## src/rtl/mult_pkg.sv

```systemverilog
// Shared definitions for the FP multiply path.
//   state_t    : sequencer states of the mantissa multiplier (2-bit encoding)
//   MANT_W     : default mantissa width including the hidden bit
//   cnt_width(): iteration-counter width for a given mantissa width
package mult_pkg;

  localparam int MANT_W = 24;

  typedef enum logic [1:0] {
    IDLE = 2'd0,
    CALC = 2'd1,
    DONE = 2'd2
  } state_t;

  // Counter must hold 0..w-1. The minimum width is 1 bit, so w=2 still
  // gets a usable counter.
  function automatic int cnt_width(input int w);
    return (w <= 2) ? 1 : $clog2(w);
  endfunction

endpackage

```

## src/rtl/rca_nb.sv

```systemverilog
// Purely combinational N-bit ripple-carry adder built from a chain of
// 1-bit full-adder cells. The carry-in is tied to 0.
// Ports:
//   x, y : N-bit addends
//   sum  : N-bit sum
//   co   : carry-out of the most significant cell
module rca_nb #(
  parameter int N = 24
) (
  input  logic [N-1:0] x,
  input  logic [N-1:0] y,
  output logic [N-1:0] sum,
  output logic         co
);

  logic [N:0] carry;

  assign carry[0] = 1'b0;

  genvar gi;
  generate
    for (gi = 0; gi < N; gi++) begin : g_fa
      // One full-adder cell: sum and carry from x, y and the incoming carry.
      assign sum[gi]      = x[gi] ^ y[gi] ^ carry[gi];
      assign carry[gi+1]  = (x[gi] & y[gi]) | (carry[gi] & (x[gi] ^ y[gi]));
    end
  endgenerate

  assign co = carry[N];

endmodule

```

## src/rtl/seq_mant_mult.sv

```systemverilog
// Sequential shift-and-add unsigned mantissa multiplier.
// One partial product is accumulated per cycle on a shared W-bit
// ripple-carry adder; the 2W-bit product takes exactly W cycles.
// Ports:
//   clk, rst_n          : clock, asynchronous active-low reset
//   in_valid, in_ready  : operand handshake (a = multiplicand, b = multiplier)
//   out_valid, out_ready: product handshake, p = a*b (registered, held)
//   busy                : high while the product is being computed
module seq_mant_mult
  import mult_pkg::*;
#(
  parameter int W = MANT_W
) (
  input  logic           clk,
  input  logic           rst_n,
  input  logic           in_valid,
  output logic           in_ready,
  input  logic [W-1:0]   a,
  input  logic [W-1:0]   b,
  output logic           out_valid,
  input  logic           out_ready,
  output logic [2*W-1:0] p,
  output logic           busy
);

  localparam int CNT_W = cnt_width(W);
  localparam logic [CNT_W-1:0] LAST_CNT = CNT_W'(W - 1);

  state_t           state_reg, state_next;
  logic [CNT_W-1:0] cnt_reg;
  logic [W-1:0]     mcand_reg;
  logic [W-1:0]     acc_reg;
  logic [W-1:0]     q_reg;
  logic [2*W-1:0]   p_reg;

  logic [W-1:0]     addend;
  logic [W-1:0]     sum;
  logic             co;
  logic [W-1:0]     acc_next;
  logic [W-1:0]     q_next;
  logic             last_iter;
  logic             accept;

  // Partial product for this iteration is selected by the multiplier LSB.
  assign addend = q_reg[0] ? mcand_reg : '0;

  rca_nb #(.N(W)) u_adder (
    .x   (acc_reg),
    .y   (addend),
    .sum (sum),
    .co  (co)
  );

  // {acc,q} <= {co, sum, q} >> 1: the carry is kept as the new acc MSB and
  // the bit falling out of the sum moves into the top of q.
  assign acc_next  = {co, sum[W-1:1]};
  assign q_next    = {sum[0], q_reg[W-1:1]};
  assign last_iter = (cnt_reg == LAST_CNT);
  assign accept    = in_valid && in_ready;

  always_comb begin
    state_next = state_reg;
    in_ready   = 1'b0;
    out_valid  = 1'b0;
    busy       = 1'b0;
    case (state_reg)
      IDLE: begin
        in_ready = 1'b1;
        if (in_valid) state_next = CALC;
      end
      CALC: begin
        busy = 1'b1;
        if (last_iter) state_next = DONE;
      end
      DONE: begin
        out_valid = 1'b1;
        if (out_ready) state_next = IDLE;
      end
      default: state_next = IDLE;
    endcase
  end

  always_ff @(posedge clk or negedge rst_n) begin
    if (!rst_n) begin
      state_reg <= IDLE;
      cnt_reg   <= '0;
      mcand_reg <= '0;
      acc_reg   <= '0;
      q_reg     <= '0;
      p_reg     <= '0;
    end else begin
      state_reg <= state_next;
      if (state_reg == IDLE && accept) begin
        mcand_reg <= a;
        q_reg     <= b;
        acc_reg   <= '0;
        cnt_reg   <= '0;
      end else if (state_reg == CALC) begin
        acc_reg <= acc_next;
        q_reg   <= q_next;
        if (last_iter) begin
          // Wrap explicitly: W need not be a power of two.
          cnt_reg <= '0;
          p_reg   <= {acc_next, q_next};
        end else begin
          cnt_reg <= cnt_reg + 1'b1;
        end
      end
    end
  end

  assign p = p_reg;

endmodule

```

## config.mk

```make
export PLATFORM = sky130hd
export DESIGN_NAME = seq_mant_mult
export DESIGN_NICKNAME = d
export VERILOG_FILES = /design/src/rtl/mult_pkg.sv /design/src/rtl/rca_nb.sv /design/src/rtl/seq_mant_mult.sv
export SDC_FILE = /design/constraint.sdc
export NUM_CORES = 1
export LEC_CHECK = 0
export ABC_CLOCK_PERIOD_IN_PS = 22500
export BUFFER_PORTS_ARGS = -buffer_cell sky130_fd_sc_hd__buf_2
export CORE_UTILIZATION = 50
export DETAILED_ROUTE_END_ITERATION = 7
export PLACE_DENSITY = 0.73
export SYNTH_ARGS = -nofsm -noshare
export SYNTH_HDL_FRONTEND = slang
export SYNTH_SLANG_ARGS = --single-unit
```

## constraint.sdc

```tcl
create_clock -name clk -period 22.5 [get_ports clk]
set_input_delay 1.125 -clock clk [delete_from_list [all_inputs] [get_ports clk]]
set_output_delay 1.125 -clock clk [all_outputs]
set_load 0.02 [all_outputs]
```

==> metrics.csv, run 1 <==
stage,metric,value,unit
timing,fin_setup_tns,0,ns
placed_design,dp_hpwl,7640,microns
grt,grt_max_degree,87,
drt,drtPass1Iterations,4,
worst_setup_path,cp_num_buf_inv,1,
timing,period_needed,10.89,ns
placed_design,placedCellCount,692,
worst_setup_path,startpoint_type,flop,
synth,synth_cell_types,33,
drt,routed_wl,12000,microns
worst_setup_path,critPathSlowestCell,dfrtp_1,
drt,drt-initial-drc-count,313,
worst_setup_path,arrival,11.19,ns
synth,synthArstFlopShare,1.00,
timing,clock_skew,0.00961,ns
synth,ys_seq_elements,127,
final_layout,areaGrowthSynthToFinish,19.9,%
final_layout,diodes,0,
grt,grt_pass1_vias,3930,
worst_setup_path,ff2ff_path_depth,27,
die,coreArea,0.0110,sq mm
timing,max_freq,91.8,MHz
grt,grt-ovfl-total,0,
grt,grt_pass1_wl,19700,microns
worst_setup_path,crit_top_cell,fa_1,
final_layout,layout-drive-gt1-share,0.332,
synth,syn_inst,479,
cts,ctsHoldBuffers,0,
final_layout,layout_commonest_cell,dfrtp_1,
timing,finalCritPeriodShare,0.484,
final_layout,final_cell_mix,"127 x dfrtp_1, 101 x buf_2, 75 x nand2_1",
hold_path,holdPathStages,2,
drt,drcViolationCount,0,
hold_path,hold_path_class,flop to flop,
cts,clock-sinks,127,
drt,ant_nets,0,
final_layout,final_net_count,648,
final_layout,design_area,0.00688,sq mm
worst_setup_path,crit_path_max_incr_delay,0.85,ns
die,die_area,0.0119,sq mm
placed_design,portBuffers,102,
cts,root_buffer,clkbuf_16,
timing,worst_slew_pin_slew,1.07,ns
power,power_density,142,mW/mm^2
worst_setup_path,critPathTopFamily,adder cells,
placed_design,gp_congestion,0.759,
synth,synth_edf_count,0,
worst_setup_path,crit_required,22.79,ns
power,irDropWorstVdd,0.0837,mV
drt,viasPerCell,5.52,
synth,syn-cell-area,0.00574,sq mm
worst_setup_path,endpoint_kind,flop,
cts,clockBufferDepth,2,
timing,drv_slew,0,
synth,yosysTopAreaCellShare,0.554,
grt,antenna_found_initial,0,
timing,finalHoldViolCount,0,
timing,slew_headroom,0.288,
placed_design,dp_slack,11.63,ns
die,initial_core_util,0.520,
synth,synth_top_cell_by_area,dfrtp_1,
final_layout,largest_register_ff_count,48,
run_status,status,completed,
cts,cts_tree,yes,
synth,ys_seq_area_frac,0.554,
cts,cts_setup_buffers,0,
drt,wl_per_cell,16.6,microns
timing,rsz0062_at_grt,no,
drt,vias,3996,
final_layout,stdcell_count,724,
cts,post_cts_resize_count,0,
die,die_w,109,microns
die,die_y,109,microns
cts,clk_pin_slew,0.05,ns
synth,syn_nets,556,
timing,setup_viol,0,
die,row_count,38,
cts,clk_latency,0.41,ns
cts,cts_buffers,17,
power,p_leak,3.20,nW
placed_design,placed_area,0.00630,sq mm
die,ios,103,
job,max_cap_viol_count,0,
worst_setup_path,crit_type,flop to flop,
synth,ys_warn_count,0,
worst_setup_path,crit_cells,27,
grt,gr-usage-all-layers,0.221,
synth,synthFlopType,dfrtp_1,
synth,syn_area_per_cell,12.0,sq um
worst_setup_path,crit_path_max_fanout,25,
cts,h-tree-depth,4,
final_layout,fill_cells,900,
timing,timing.final.ws_setup,11.61,ns
synth,synthTopCellsByArea,"dfrtp_1 55%, fa_1 8.0%, o21ai_0 6.5%",
cells in the mapped netlist (2+ instances only):
cell type    n
clkbuf_1    16
o31ai_1     24
buf_2        8
buf_4        2
mux2_4      19
dfrtp_1    127
buf_1        4
buf_6        4
nand2_1     75
nand3_1      2
inv_1       26
nor2_1       2
nor2b_1      2
ha_1         2
o21ai_0     74
fa_1        23
mux2_2      28
a22oi_1     24
nand2b_1     3
cell families after synthesis:
group,synth area share
adders and majority gates,0.0846
DFF,0.554
xor gates and xnor gates,0.00153
muxes,0.107
buffers and inverters,0.0475
and+or+nand+nor,0.0709
AOI/OAI and AO/OA,0.135
worst register-to-register path: stages, from the launching register on:
cell	delay, ns
dfrtp_1	0.85
and2_1	0.24
ha_1	0.15
inv_1	0.05
fa_1	0.39
fa_1	0.40
fa_1	0.38
fa_1	0.39
fa_1	0.39
fa_1	0.39
fa_1	0.38
fa_1	0.38
fa_1	0.40
fa_1	0.41
fa_1	0.41
fa_1	0.40
fa_1	0.40
fa_1	0.42
fa_1	0.40
fa_1	0.40
fa_1	0.39
fa_1	0.39
fa_1	0.42
fa_1	0.41
fa_1	0.42
fa_1	0.40
fa_1	0.45
o31ai_1	0.25
stage by stage:
step | power, mW | utilization | hold slack [ns]
after floorplan | 0.612 | - | 0.450
after global placement | 0.700 | 0.571 | 0.461
after detailed placement | 0.718 | 0.571 | 0.471
after CTS | 0.986 | 0.624 | 0.484
after global routing | 1.04 | 0.624 | 0.499
final | 0.976 | 0.624 | 0.481
cell type report:
| cell class | instances | area [sq um] | share of cell area |
|---|---|---|---|
| Clock buffer | 22 | 494 | 0.0718 |
| Tap cell | 140 | 175 | 0.0255 |
| Timing Repair Buffer | 107 | 551 | 0.0800 |
| Sequential cell | 127 | 3180 | 0.462 |
| Multi-Input combinational cell | 292 | 2300 | 0.334 |
| Inverter | 26 | 97.6 | 0.0142 |
| Clock inverter | 10 | 85.1 | 0.0124 |
worst paths after layout:
| check | start | endpoint | slack (ns) |
|---|---|---|---|
| min in group asynchronous | rst_n | p[18] | 0.70 |
| worst min register to register | acc_reg[9] | acc_reg[9] | 0.48 |
| worst min-delay path | acc_reg[9] | acc_reg[9] | 0.48 |
| worst max-delay path | q_reg[0] | p[46] | 11.61 |
| max in group asynchronous | rst_n | p[43] | 20.34 |
| worst max register to register | q_reg[0] | p[46] | 11.61 |
metal layers:
layer | part of all wire | vias up | global-route usage
met5 | 0 | - | 0
met4 | 0.0095 | 0 | 0.0685
met3 | 0.063 | 11 | 0.0544
met2 | 0.48 | 135 | 0.350
met1 | 0.45 | 2015 | 0.300
li1 | - | 1835 | -
power breakdown:
part / internal [mW] / leakage (nW) / switching, mW / total (mW)
combinational: 0.145 / 1.29 / 0.186 / 0.331
clock: 0.165 / 0.280 / 0.0959 / 0.261
sequential: 0.322 / 1.62 / 0.0613 / 0.384
(Power assumes the default switching activity.)
==> run 2, diff against run 1 <==
ABC_CLOCK_PERIOD_IN_PS = 9600   (was 22500)
PLACE_DENSITY = 0.76   (was 0.73)
clock period = 9.6 ns   (was 22.5 ns; I/O delays follow)
==> run 2 against run 1 <==
  * Flip-flop and latch count stayed put
  * Largest cell class unchanged
  * Via count shrank 0.63%
  * Routed wire length up 0.26%
  * Setup slack got worse by 11 ns
  * Register-to-register slack got worse by 11 ns
  * Count of clock-buffer cells in the layout grew 3
  * Clock skew grew 0.0011 ns
  * Design area grew 0.85%
==> metrics.csv, run 2 (synthesis results as in run 1) <==
stage,metric,value,unit,change
cts,clk_pin_slew,0.05,ns,about the same
grt,gr-usage-all-layers,0.228,,+0.00735
final_layout,final_core_util,0.629,,+0.00533
final_layout,stdcell_count,724,,unchanged
job,max_cap_viol_count,0,,unchanged
power,irDropWorstVdd,0.182,mV,+120%
final_layout,diodes,0,,unchanged
placed_design,gp_congestion,0.741,,-2.4%
drt,viasPerCell,5.48,,-0.63%
grt,grt_pass1_wl,20200,microns,+2.2%
grt,antenna_found_initial,0,,unchanged
timing,finalCritPeriodShare,0.972,,+0.488
worst_setup_path,endpoint_kind,flop,,
hold_path,hold_path_class,input port to async pin,,
timing,timing.hold.ws,0.0738,ns,-0.407 ns
cts,clock-sinks,127,,unchanged
timing,rsz0062_at_grt,no,,
placed_design,portBuffers,102,,unchanged
final_layout,layout-drive-gt1-share,0.356,,+0.0240
die,row_count,38,,unchanged
cts,root_buffer,clkbuf_16,,
worst_setup_path,critPathSlowestCell,fa_1,,
die,die_y,109,microns,unchanged
placed_design,dp_hpwl,7740,microns,+1.3%
drt,routed_wl,12100,microns,+0.26%
power,power_density,336,mW/mm^2,+140%
final_layout,layout_commonest_cell,dfrtp_1,,
worst_setup_path,arrival,9.59,ns,-1.60 ns
timing,period_needed,9.33,ns,-1.56 ns
grt,grt_pass1_vias,4017,,+2.2%
timing,worst_slew_pin_slew,1.22,ns,+0.152 ns
final_layout,final_cell_mix,"127 x dfrtp_1, 101 x buf_2, 75 x nand2_1",,
run_status,status,completed,,
timing,drv_slew,0,,unchanged
drt,ant_nets,0,,unchanged
timing,timing.final.ws_setup,0.271,ns,-11.34 ns
cts,h-tree-depth,4,,unchanged
final_layout,largest_register_ff_count,48,,unchanged
grt,grt-ovfl-total,0,,unchanged
worst_setup_path,crit_required,9.86,ns,-12.93 ns
worst_setup_path,crit_path_max_fanout,2,,-92%
worst_setup_path,crit_top_cell,fa_2,,
drt,vias,3971,,-0.63%
worst_setup_path,crit_type,flop to flop,,
drt,drt-initial-drc-count,378,,+21%
power,p_leak,3.22,nW,+0.71%
worst_setup_path,startpoint_type,flop,,
timing,finalHoldViolCount,0,,unchanged
worst_setup_path,crit_path_max_incr_delay,0.52,ns,-0.33 ns
cts,cts_buffers,17,,unchanged
timing,max_freq,107,MHz,+17%
placed_design,dp_slack,-0.173,ns,-11.80 ns
cts,clockBufferDepth,2,,unchanged
cts,cts_tree,yes,,
placed_design,placedCellCount,693,,+0.14%
drt,drcViolationCount,0,,unchanged
die,die_w,109,microns,unchanged
final_layout,fill_cells,867,,-3.7%
grt,grt_max_degree,81,,-6.9%
timing,slew_headroom,0.184,,-0.103
drt,drtPass1Iterations,5,,+1
timing,clock_skew,0.0107,ns,+0.00106 ns
drt,wl_per_cell,16.7,microns,+0.26%
cts,clk_latency,0.42,ns,about the same
die,coreArea,0.0110,sq mm,unchanged
die,initial_core_util,0.520,,unchanged
timing,fin_setup_tns,0,ns,unchanged
die,die_area,0.0119,sq mm,unchanged
final_layout,final_net_count,649,,+0.15%
timing,setup_viol,0,,unchanged
die,ios,103,,unchanged
final_layout,areaGrowthSynthToFinish,20.9,%,
run 2: changes by cell type in the layout (fill, tap and decap cells not counted):
cell and delta:
clkinvlp_4 -4, fa_2 +16, buf_4 +1, clkinv_2 -1, o31ai_2 +1, clkbuf_1 +3
bufinv_16 +1, o31ai_1 -1, fa_1 -16
run 2: routing by layer:
metal | wire [microns] | up-vias | global-route usage
met5 | 0 | - | 0
met4 | 127 | 0 | 0.0859
met3 | 699 | 12 | 0.0628
met2 | 5800 | 139 | 0.353
met1 | 5450 | 1997 | 0.308
li1 | - | 1823 | -
run 2: path summary, 6_finish.rpt:
path,start,endpoint,slack [ns],cells after the start
min reg2reg,p[23],p[23],0.48,1
max,mcand_reg[0],acc_reg[22],0.27,27
min,rst_n,p[17],0.07,1
max in group asynchronous,rst_n,mcand_reg[12],8.10,2
min in group clk,a[17],mcand_reg[17],0.29,2
max reg2reg,mcand_reg[0],acc_reg[22],0.27,27
run 2: final cells by class:
class	count	area, sq um	area share
Sequential cell	127	3180	0.458
Clock inverter	6	80.1	0.0115
Inverter	26	97.6	0.0141
Tap cell	140	175	0.0252
Multi-Input combinational cell	292	2340	0.338
Clock buffer	25	505	0.0728
Timing Repair Buffer	108	558	0.0804
run 2: stage by stage:
stage | power (mW) | instance area, sq um
final | 2.33 | 6940
after global routing | 2.50 | 6940
after CTS | 2.35 | 6920
after detailed placement | 1.70 | 6320
after global placement | 1.65 | 6320
after floorplan | 1.44 | 5750
run 2: critical path: cells and delay by family (launching register included):
kind | cells | cell delay (ns)
AOI/OAI and AO/OA | 1 | 0.10
adders and majority gates | 24 | 8.54
buffers and inverters | 1 | 0.05
DFF | 1 | 0.35
and+or+nand+nor | 1 | 0.13
run 2: where the power goes:
group	internal, mW	leakage [nW]	switching [mW]
clock network	0.413	0.293	0.221
logic	0.354	1.30	0.454
registers	0.756	1.62	0.135
total	1.52	3.22	0.810
run 2: timing repair:
item                                    in CTS  in global routing
gates resized for setup                      5                  6
buffers inserted                             0                  0
hold buffers                                 0                  0
pin swaps                                    1                  0
hold endpoints to repair                     0                  0
endpoints found under the setup margin       4                  4
==> run 3, diff against run 2 <==
--- a/constraint.sdc
+++ b/constraint.sdc
@@ -3,2 +3,2 @@
 set_output_delay 0.48 -clock clk [all_outputs]
-set_load 0.02 [all_outputs]
+set_load 0.005 [all_outputs]
==> run 3 against run 2 <==
  * Design area up 0.31%
  * Largest power group unchanged
  * Non-clock buffer count unchanged
  * Largest cell class unchanged
  * Final cell count increased by 0.14%
  * Highest routed layer unchanged
  * Critical path depth unchanged
  * Combinational power is 9.3% lower
==> metrics.csv, run 3 (synthesis results as in run 1) <==
stage,metric,value,unit,change
power,p_total,2.26,mW,-3.2%
cts,clk_pin_slew,0.05,ns,about the same
drt,drtPass1Iterations,5,,unchanged
worst_setup_path,crit_path_max_fanout,2,,unchanged
timing,setup_viol,0,,unchanged
final_layout,diodes,0,,unchanged
final_layout,fill_cells,865,,-0.23%
placed_design,dp_hpwl,7660,microns,-0.99%
worst_setup_path,crit_top_cell,fa_2,,
final_layout,register_area,0.00318,sq mm,unchanged
worst_setup_path,ff2ff_path_depth,27,,unchanged
cts,root_buffer,clkbuf_16,,
grt,gr-usage-all-layers,0.223,,-0.00486
worst_setup_path,crit_path_max_incr_delay,0.53,ns,about the same
timing,clock_skew,0.00881,ns,-0.00186 ns
worst_setup_path,reg2reg_to,acc_reg[22],,
die,die_area,0.0119,sq mm,unchanged
grt,grt-ovfl-total,0,,unchanged
timing,max_freq,107,MHz,-0.42%
power,power_density,324,mW/mm^2,-3.5%
job,max_cap_viol_count,0,,unchanged
final_layout,final_net_count,649,,unchanged
final_layout,areaGrowthSynthToFinish,21.3,%,
cts,clk_latency,0.42,ns,about the same
worst_setup_path,startpoint_type,flop,,
drt,viasPerCell,5.50,,+0.24%
die,die_y,109,microns,unchanged
cts,ctsHoldBuffers,0,,unchanged
die,coreArea,0.0110,sq mm,unchanged
worst_setup_path,crit_required,9.86,ns,about the same
cts,clock-sinks,127,,unchanged
placed_design,dp_slack,-0.212,ns,-0.0390 ns
power,irDropWorstVdd,0.145,mV,-20%
cts,clockBufferDepth,2,,unchanged
power,p_leak,3.23,nW,+0.34%
timing,drv_slew,0,,unchanged
cts,cts_setup_buffers,0,,unchanged
drt,wl_per_cell,16.5,microns,-1.1%
timing,period_needed,9.37,ns,+0.0392 ns
timing,timing.hold.ws,0.126,ns,+0.0527 ns
worst_setup_path,r2r_slack,0.23,ns,-0.04 ns
cts,cts_buffers,17,,unchanged
grt,antenna_found_initial,0,,unchanged
die,ios,103,,unchanged
worst_setup_path,critPathSlowestCell,fa_1,,
timing,fin_setup_tns,0,ns,unchanged
drt,drcViolationCount,0,,unchanged
drt,routed_wl,12000,microns,-1.0%
timing,worst_slew_pin_slew,1.23,ns,+0.0139 ns
placed_design,gp_congestion,0.743,,+0.30%
placed_design,portBuffers,102,,unchanged
final_layout,layout_commonest_cell,dfrtp_1,,
cts,h-tree-depth,4,,unchanged
grt,grt_max_degree,73,,-9.9%
worst_setup_path,endpoint_kind,flop,,
die,die_w,109,microns,unchanged
die,initial_core_util,0.520,,unchanged
timing,timing.final.ws_setup,0.232,ns,-0.0392 ns
run_status,status,completed,,
drt,vias,3986,,+0.38%
final_layout,largest_register_ff_count,48,,unchanged
drt,drt-initial-drc-count,321,,-15%
die,row_count,38,,unchanged
worst_setup_path,rr_startpoint,mcand_reg[0],,
final_layout,layout-drive-gt1-share,0.361,,+0.00452
timing,finalCritPeriodShare,0.976,,+0.00408
grt,grt_pass1_wl,19800,microns,-1.9%
final_layout,final_cell_mix,"127 x dfrtp_1, 101 x buf_2, 75 x nand2_1",,
cts,cts_tree,yes,,
drt,ant_nets,0,,unchanged
final_layout,multiInputGateArea,0.00235,sq mm,+0.21%
timing,finalHoldViolCount,0,,unchanged
grt,grt_pass1_vias,4010,,-0.17%
worst_setup_path,crit_type,flop to flop,,
hold_path,hold_path_class,input port to async pin,,
worst_setup_path,arrival,9.62,ns,+0.03 ns
timing,slew_headroom,0.175,,-0.00928
run 3: cell count changes in the layout (fill, tap and decap cells not counted):
cell / delta
o31ai_2: +1
bufinv_16: -1
clkbuf_1: -1
o31ai_1: -1
clkinv_2: -1
clkbuf_8: +4
run 3: worst max path at each step:
stage	cells past startpoint	startpoint	endpoint	slack (ns)
floorplan	28	q_reg[0]	p[46]	0.01
global placement	27	mcand_reg[0]	p[46]	-0.11
detailed placement	27	mcand_reg[0]	p[46]	-0.21
CTS	27	mcand_reg[0]	p[46]	0.02
global route	27	mcand_reg[0]	p[47]	-0.01
finish	27	mcand_reg[0]	acc_reg[22]	0.23
run 3: layout make-up:
cell class	instances	share of cell area
sequential	127	0.457
multi-input combinational	292	0.338
timing repair buffer	108	0.0802
clock buffer	28	0.0800
tap	140	0.0252
inverter	26	0.0140
clock inverter	4	0.00647
run 3: what timing repair did:
item	4_1_cts	5_1_grt
pin swaps	1	0
endpoints found under the hold margin	0	0
setup endpoints to repair	4	4
resized for setup	5	7
run 3: report_power, final:
group	total, mW	leakage, nW	internal [mW]	switching, mW
Combinational	0.734	1.30	0.352	0.382
Clock	0.635	0.302	0.417	0.218
Sequential	0.888	1.62	0.756	0.132
run 3: through the flow:
step,area (sq um),std cells,utilization
floorplan,5750,479,-
global placement,6320,693,0.573
detailed placement,6320,693,0.573
CTS,6940,725,0.629
global route,6960,725,0.631
finish,6960,725,0.631
run 3: per-layer routing:
metal  part of all wire  track usage  routed length, microns  vias to the layer above
met5                  0            0                       0                        -
met2               0.47        0.344                    5660                      114
met1               0.45        0.297                    5420                     2022
li1                   -            -                       -                     1831
met3              0.057       0.0675                     676                       19
met4              0.016       0.0849                     195                        0
run 3: critical path, delay by kind of cell, from the launching register on:
family          cells  cell delay [ns]
fa+ha+maj          24             8.57
buf+inv             1             0.05
simple gates        1             0.14
flops               1             0.35
compound gates      1             0.10
